==> config.mk <==
export PLATFORM = sky130hd
export DESIGN_NAME = cu_seq
export DESIGN_NICKNAME = d
export VERILOG_FILES = /design/src/rtl/cu_seq.sv
export SDC_FILE = /design/constraint.sdc
export NUM_CORES = 1
export LEC_CHECK = 0
export CAP_MARGIN = 15
export CORE_ASPECT_RATIO = 0.5
export CORE_MARGIN = 2
export CORE_UTILIZATION = 39
export CTS_BUF_LIST = sky130_fd_sc_hd__clkbuf_8
export CTS_CLUSTER_SIZE = 28
export DETAILED_ROUTE_END_ITERATION = 16
export PLACE_DENSITY_LB_ADDON = 0.2
export SLEW_MARGIN = 40
export SYNTH_ARGS = -nofsm -noshare
export SYNTH_HDL_FRONTEND = slang
export SYNTH_SLANG_ARGS = --single-unit
export TNS_END_PERCENT = 50
==> constraint.sdc <==
create_clock -name clk -period 2.05 [get_ports clk]
set_input_delay 0.5125 -clock clk [delete_from_list [all_inputs] [get_ports clk]]
set_output_delay 0.5125 -clock clk [all_outputs]
set_load 0.01 [all_outputs]
==> src/rtl/cu_seq.sv <==
// Microcode sequencer for the 8-bit CPU core: fetches an opcode over the memory
// path, then walks 1..STEPS external microwords with ALU/memory handshakes.
module cu_seq #(
    parameter int                PC_W       = 16,
    parameter int                IR_W       = 8,
    parameter int                FLAG_W     = 22,
    parameter int                STEPS      = 2,
    parameter logic [FLAG_W-1:0] FETCH_WORD = 22'h100200,
    parameter int                PCC_BIT    = 20,
    parameter logic [FLAG_W-1:0] MEM_MASK   = 22'h102600,
    parameter logic [FLAG_W-1:0] ALU_MASK   = 22'h00001E,
    parameter int                EOI_BIT    = 21,
    parameter int                TIMEOUT    = 0,
    localparam int               STEP_W     = (STEPS > 1) ? $clog2(STEPS) : 1
) (
    input  logic                   clk,
    input  logic                   rst_n,
    input  logic                   halt,
    input  logic [IR_W-1:0]        ir_in,
    output logic [IR_W+STEP_W-1:0] uaddr,
    input  logic [FLAG_W-1:0]      uword,
    input  logic                   mem_done,
    output logic                   mem_exec,
    input  logic                   alu_done,
    output logic                   alu_exec,
    input  logic                   pc_load,
    input  logic [PC_W-1:0]        pc_in,
    output logic [PC_W-1:0]        pc,
    output logic [FLAG_W-1:0]      flags_noc,
    output logic [FLAG_W-1:0]      flags,
    output logic                   highbits_we,
    output logic [STEP_W-1:0]      step,
    output logic                   err
);

    typedef enum logic [2:0] {
        S_FETCH,
        S_DECODE,
        S_STEP,
        S_ALU,
        S_MEM,
        S_EVT
    } state_t;

    localparam int                CNT_W     = (TIMEOUT > 0) ? $clog2(TIMEOUT + 1) : 1;
    localparam logic [CNT_W-1:0]  CNT_LAST  = CNT_W'((TIMEOUT > 0) ? TIMEOUT - 1 : 0);
    localparam logic [STEP_W-1:0] STEP_LAST = STEP_W'(STEPS - 1);

    state_t             state_q, state_d;
    logic [PC_W-1:0]    pc_q, pc_d;
    logic [IR_W-1:0]    ir_q, ir_d;
    logic [STEP_W-1:0]  step_q, step_d;
    logic [CNT_W-1:0]   cnt_q, cnt_d;
    logic               err_q, err_d;
    logic               mem_done_q, alu_done_q;

    logic [FLAG_W-1:0]  w;
    logic               w_alu, w_mem, last;
    logic               mem_rise, alu_rise;
    logic               wait_st, wait_rise, wd_fire, wait_go;

    // Handshake edge detection and watchdog.
    always_comb begin
        mem_rise  = mem_done & ~mem_done_q;
        alu_rise  = alu_done & ~alu_done_q;
        wait_st   = (state_q == S_FETCH) || (state_q == S_ALU) || (state_q == S_MEM);
        wait_rise = (state_q == S_ALU) ? alu_rise : mem_rise;
        wd_fire   = 1'b0;
        if (TIMEOUT > 0) begin
            wd_fire = wait_st && !wait_rise && (cnt_q == CNT_LAST);
        end
        wait_go   = wait_rise || wd_fire;
    end

    // Current flag word and its decoded request classes.
    always_comb begin
        if ((state_q == S_FETCH) || (state_q == S_DECODE)) begin
            w = FETCH_WORD;
        end else begin
            w = uword;
        end
        w_alu = |(w & ALU_MASK);
        w_mem = |(w & MEM_MASK);
        last  = w[EOI_BIT] || (step_q == STEP_LAST);
    end

    always_comb begin
        state_d = state_q;
        pc_d    = pc_q;
        ir_d    = ir_q;
        step_d  = step_q;
        err_d   = err_q | wd_fire;
        unique case (state_q)
            S_FETCH: begin
                if (wait_go) state_d = S_DECODE;
            end
            S_DECODE: begin
                ir_d    = ir_in;
                step_d  = '0;
                state_d = S_STEP;
            end
            S_STEP: begin
                if (w[PCC_BIT]) pc_d = pc_q + PC_W'(1);
                if (w_alu) begin
                    state_d = S_ALU;
                end else if (w_mem) begin
                    state_d = S_MEM;
                end else begin
                    state_d = S_EVT;
                end
            end
            S_ALU: begin
                if (wait_go) state_d = w_mem ? S_MEM : S_EVT;
            end
            S_MEM: begin
                if (wait_go) state_d = S_EVT;
            end
            S_EVT: begin
                if (last) begin
                    pc_d    = pc_load ? pc_in : pc_q + PC_W'(1);
                    state_d = S_FETCH;
                end else begin
                    step_d  = step_q + STEP_W'(1);
                    state_d = S_STEP;
                end
            end
            default: begin
                state_d = S_FETCH;
            end
        endcase

        // Counter restarts on every state change, so each wait state gets a fresh budget.
        if (TIMEOUT == 0) begin
            cnt_d = '0;
        end else if (state_d != state_q) begin
            cnt_d = '0;
        end else if (wait_st) begin
            cnt_d = cnt_q + CNT_W'(1);
        end else begin
            cnt_d = cnt_q;
        end
    end

    always_ff @(posedge clk) begin
        if (!rst_n) begin
            state_q    <= S_FETCH;
            pc_q       <= '0;
            ir_q       <= '0;
            step_q     <= '0;
            cnt_q      <= '0;
            err_q      <= 1'b0;
            mem_done_q <= 1'b1;
            alu_done_q <= 1'b1;
        end else if (!halt) begin
            state_q    <= state_d;
            pc_q       <= pc_d;
            ir_q       <= ir_d;
            step_q     <= step_d;
            cnt_q      <= cnt_d;
            err_q      <= err_d;
            mem_done_q <= mem_done;
            alu_done_q <= alu_done;
        end
    end

    // Requests follow done_q so they drop as soon as the slave pulls done low.
    always_comb begin
        mem_exec    = ((state_q == S_FETCH) || (state_q == S_MEM)) ? mem_done_q : 1'b0;
        alu_exec    = (state_q == S_ALU) ? alu_done_q : 1'b0;
        flags_noc   = w;
        if ((state_q == S_FETCH) || (state_q == S_DECODE) || (state_q == S_EVT)) begin
            flags = w;
        end else begin
            flags = '0;
        end
        highbits_we = (state_q == S_EVT) && !last && (step_q == '0);
        uaddr       = {ir_q, step_q};
        pc          = pc_q;
        step        = step_q;
        err         = err_q;
    end

endmodule

==> run summary <==
antenna violations before repair: 0
peak supply drop: 283 uV
grt ovf: 0
Pint: 1.08 mW
Crit Path Category: primary input to primary output
Fmax achieved: 488 MHz
final max-slew violation count: 0
Total Nets Final: 462
worst-skew pair later-pin latency: 290 ps
CP bufs+invs: 2
TNS Setup: 0 ps
register area share after synthesis: 28.6%
cts bufs inserted: 5
Post-DP HPWL: 5660 um
Yosys top cell area share: 28.6%
sequential share of power: 42.1%
CTS Buffer Depth: 2
Post-Synthesis Cell Area: 0.00210 sq mm
Worst EP required: 1540 ps
Leak Pwr: 1.60 nW
min Tclk post-route: 2050 ps
Post-Syn Instances: 270
crit-path max cell delay: 420 ps
status: complete, no violations
CTS Sinks: 30
via/cell ratio: 5.41
fillers: 440
Yosys Warn Count: 0
Initial Util: 41.6%
unrepaired setup endpoints after global routing: true
final setup vio count: 0
Worst Path Arrival: 1540 ps
Setup WS post-layout: 1.82 ps
largest net degree at the start of global routing: 25
CTS tree: built
Setup Fix Bufs, Post-CTS: 0
post-route antenna net violation count: 0
post-route cell area: 0.00363 sq mm
Pre-Repair DR Iteration Count: 4
max_cap viols: 0
DR DRC count: 0
core area: 0.00504 sq mm
fin util: 72.0%
clock power share: 40.5%
die height: 55.9 um
Main synth FF type: dfxtp_1
initial DRC count: 142
IO Count: 126
NetSw: 0.334 mW
Tcrit/Tclk final: 99.9%
Pwr Total: 1.42 mW
syn_nets: 323
Yosys cell types: 52
vias in the first global route: 2441
Power per Cell Area: 390 mW/mm^2
largest area contributor in the netlist: dfxtp_1
crit path max fanout: 2
row cnt: 18
Cell Area, Placed: 0.00354 sq mm
DP Worst Slack: -317 ps
clock-pin slew on the worst setup and hold paths: 60 ps
first-pass GRT wire length: 12000 um
combinational group share of total power: 17.3%
footprint of the multi-input gates: 0.00137 sq mm
family with the most delay on the worst path: buffers and inverters
layout cell share with drive strength beyond 1: 15.6%
CP Depth: 3
Min-Delay Path Depth: 2
DR WL/cell: 15.7 um
Worst path slowest cell: clkdlybuf4s50_1
Fin Clk Skew: 7.65 ps
die area: 0.00602 sq mm
die width: 108 um
WL final: 7510 um
switch share: 23.6%
Yosys reg bits: 30
port bufs: 124
Synth area leaders: dfxtp_1 (29%), nor2b_1 (6.3%), and3_1 (6.0%)
Crit. End Element: primary output
cells on worst reg2reg path: 5
Post-synth EDFFs: 0
Seq. cell area: 604 sq um
Final Hold Fails: 0
routability cong.: 0.842
GR Util All Layers: 25.0%
H-tree depth: 2
Area Growth Syn to Fin: 73.0%
Startpoint Class: primary input
CP Cell Sequence: clkdlybuf4s50_1, nor4b_1, clkdlybuf4s15_2
Hold Crit Class: register to register
Hold Buf Count CTS: 0
Avg Inst Size Synth: 7.78 sq um
via count: 2599
Root Driver: clkbuf_8
n_diodes: 0
asr flop ratio synth: 0%
## synthesized netlist by cell type, types with 4 or more instances
cell,instances
or3_1,5
nand3_1,7
buf_2,4
nor3_1,8
o21a_1,6
dfxtp_1,30
o21ai_1,5
and2_1,5
nand2b_1,4
a22oi_1,4
clkbuf_1,10
nor4_1,4
nor2b_1,21
o21ai_0,10
a21oi_1,19
nor4_2,4
o22ai_1,6
a21o_1,4
nor2_1,13
nand2_1,30
buf_4,6
and3_1,20
## state kept, by name, summed over array words and instances (netlist names)
| register | cells |
|---|---|
| step | 1 |
| state_q | 3 |
| mem_done_q | 1 |
| pc | 16 |
| alu_done_q | 1 |
| ir_q | 8 |
## cell usage in the layout, fill, tap and decap left out, types with 10 or more instances in the layout
master,n
nor2b_1,20
o21ai_0,10
and3_1,20
buf_4,25
nor2_1,11
a21oi_1,19
clkdlybuf4s50_1,76
dfxtp_1,27
dlygate4sd2_1,44
nand2_1,30
## logic make-up (layout without fill, tap and decap cells)
| family | after synthesis | in the layout | synth area share [%] |
|---|---|---|---|
| and+or+nand+nor | 138 | 138 | 39.4 |
| buffers and inverters | 26 | 166 | 7.03 |
| muxes | 2 | 2 | 0.954 |
| other | 1 | 1 | 0.179 |
| adders and majority gates | 1 | 1 | 0.596 |
| AOI/OAI and AO/OA | 72 | 72 | 23.2 |
| DFF | 30 | 30 | 28.6 |
## per-stage QoR
| step | hold WS, ps | std cells |
|---|---|---|
| after floorplan | 450 | 270 |
| after global placement | 443 | 471 |
| after detailed placement | 454 | 471 |
| after CTS | 462 | 480 |
| after global routing | 481 | 480 |
| final | 460 | 480 |
## repair_timing
action / 4_1_cts / 5_1_grt
endpoints found under the setup margin: 47 / 3
gates resized for setup: 66 / 3
cloned: 1 / 0
## worst min-delay path, delay by kind of cell (launching register included)
kind	cells	cell delay, ps
AO/OA/AOI/OAI	1	50
flip-flops	1	310
AND/OR/NAND/NOR	1	50
## final timing paths
check / startpoint / endpoint / slack (ps)
max: uword[21] / highbits_we / 2
min: ir_q[2] / ir_q[2] / 460
max reg2reg: pc[0] / pc[14] / 270
min reg2reg: ir_q[2] / ir_q[2] / 460
## final cells by class
cell class	instances	area share, %
multi-input cells	214	37.7
flip-flops and latches	30	16.6
well taps	70	2.41
clock buffers	8	3.03
repair buffers	155	39.9
inverters	3	0.310
## layer usage
metal	track usage, %	share of wire [%]	up-vias
met2	45.0	50	99
met4	9.16	2.2	0
met1	29.1	41	1235
li1	-	-	1249
met5	0	0	-
met3	5.39	6.4	16
## power groups by stage
| stage | Combinational, mW | Clock, mW | Sequential (mW) |
|---|---|---|---|
| finish | 0.246 | 0.574 | 0.597 |
| CTS | 0.244 | 0.579 | 0.597 |
| global route | 0.264 | 0.608 | 0.598 |
| global placement | 0.232 | 0 | 0.609 |
| floorplan | 0.0784 | 0 | 0.611 |
| detailed placement | 0.238 | 0 | 0.609 |
Power figures use the tool's default switching activity.
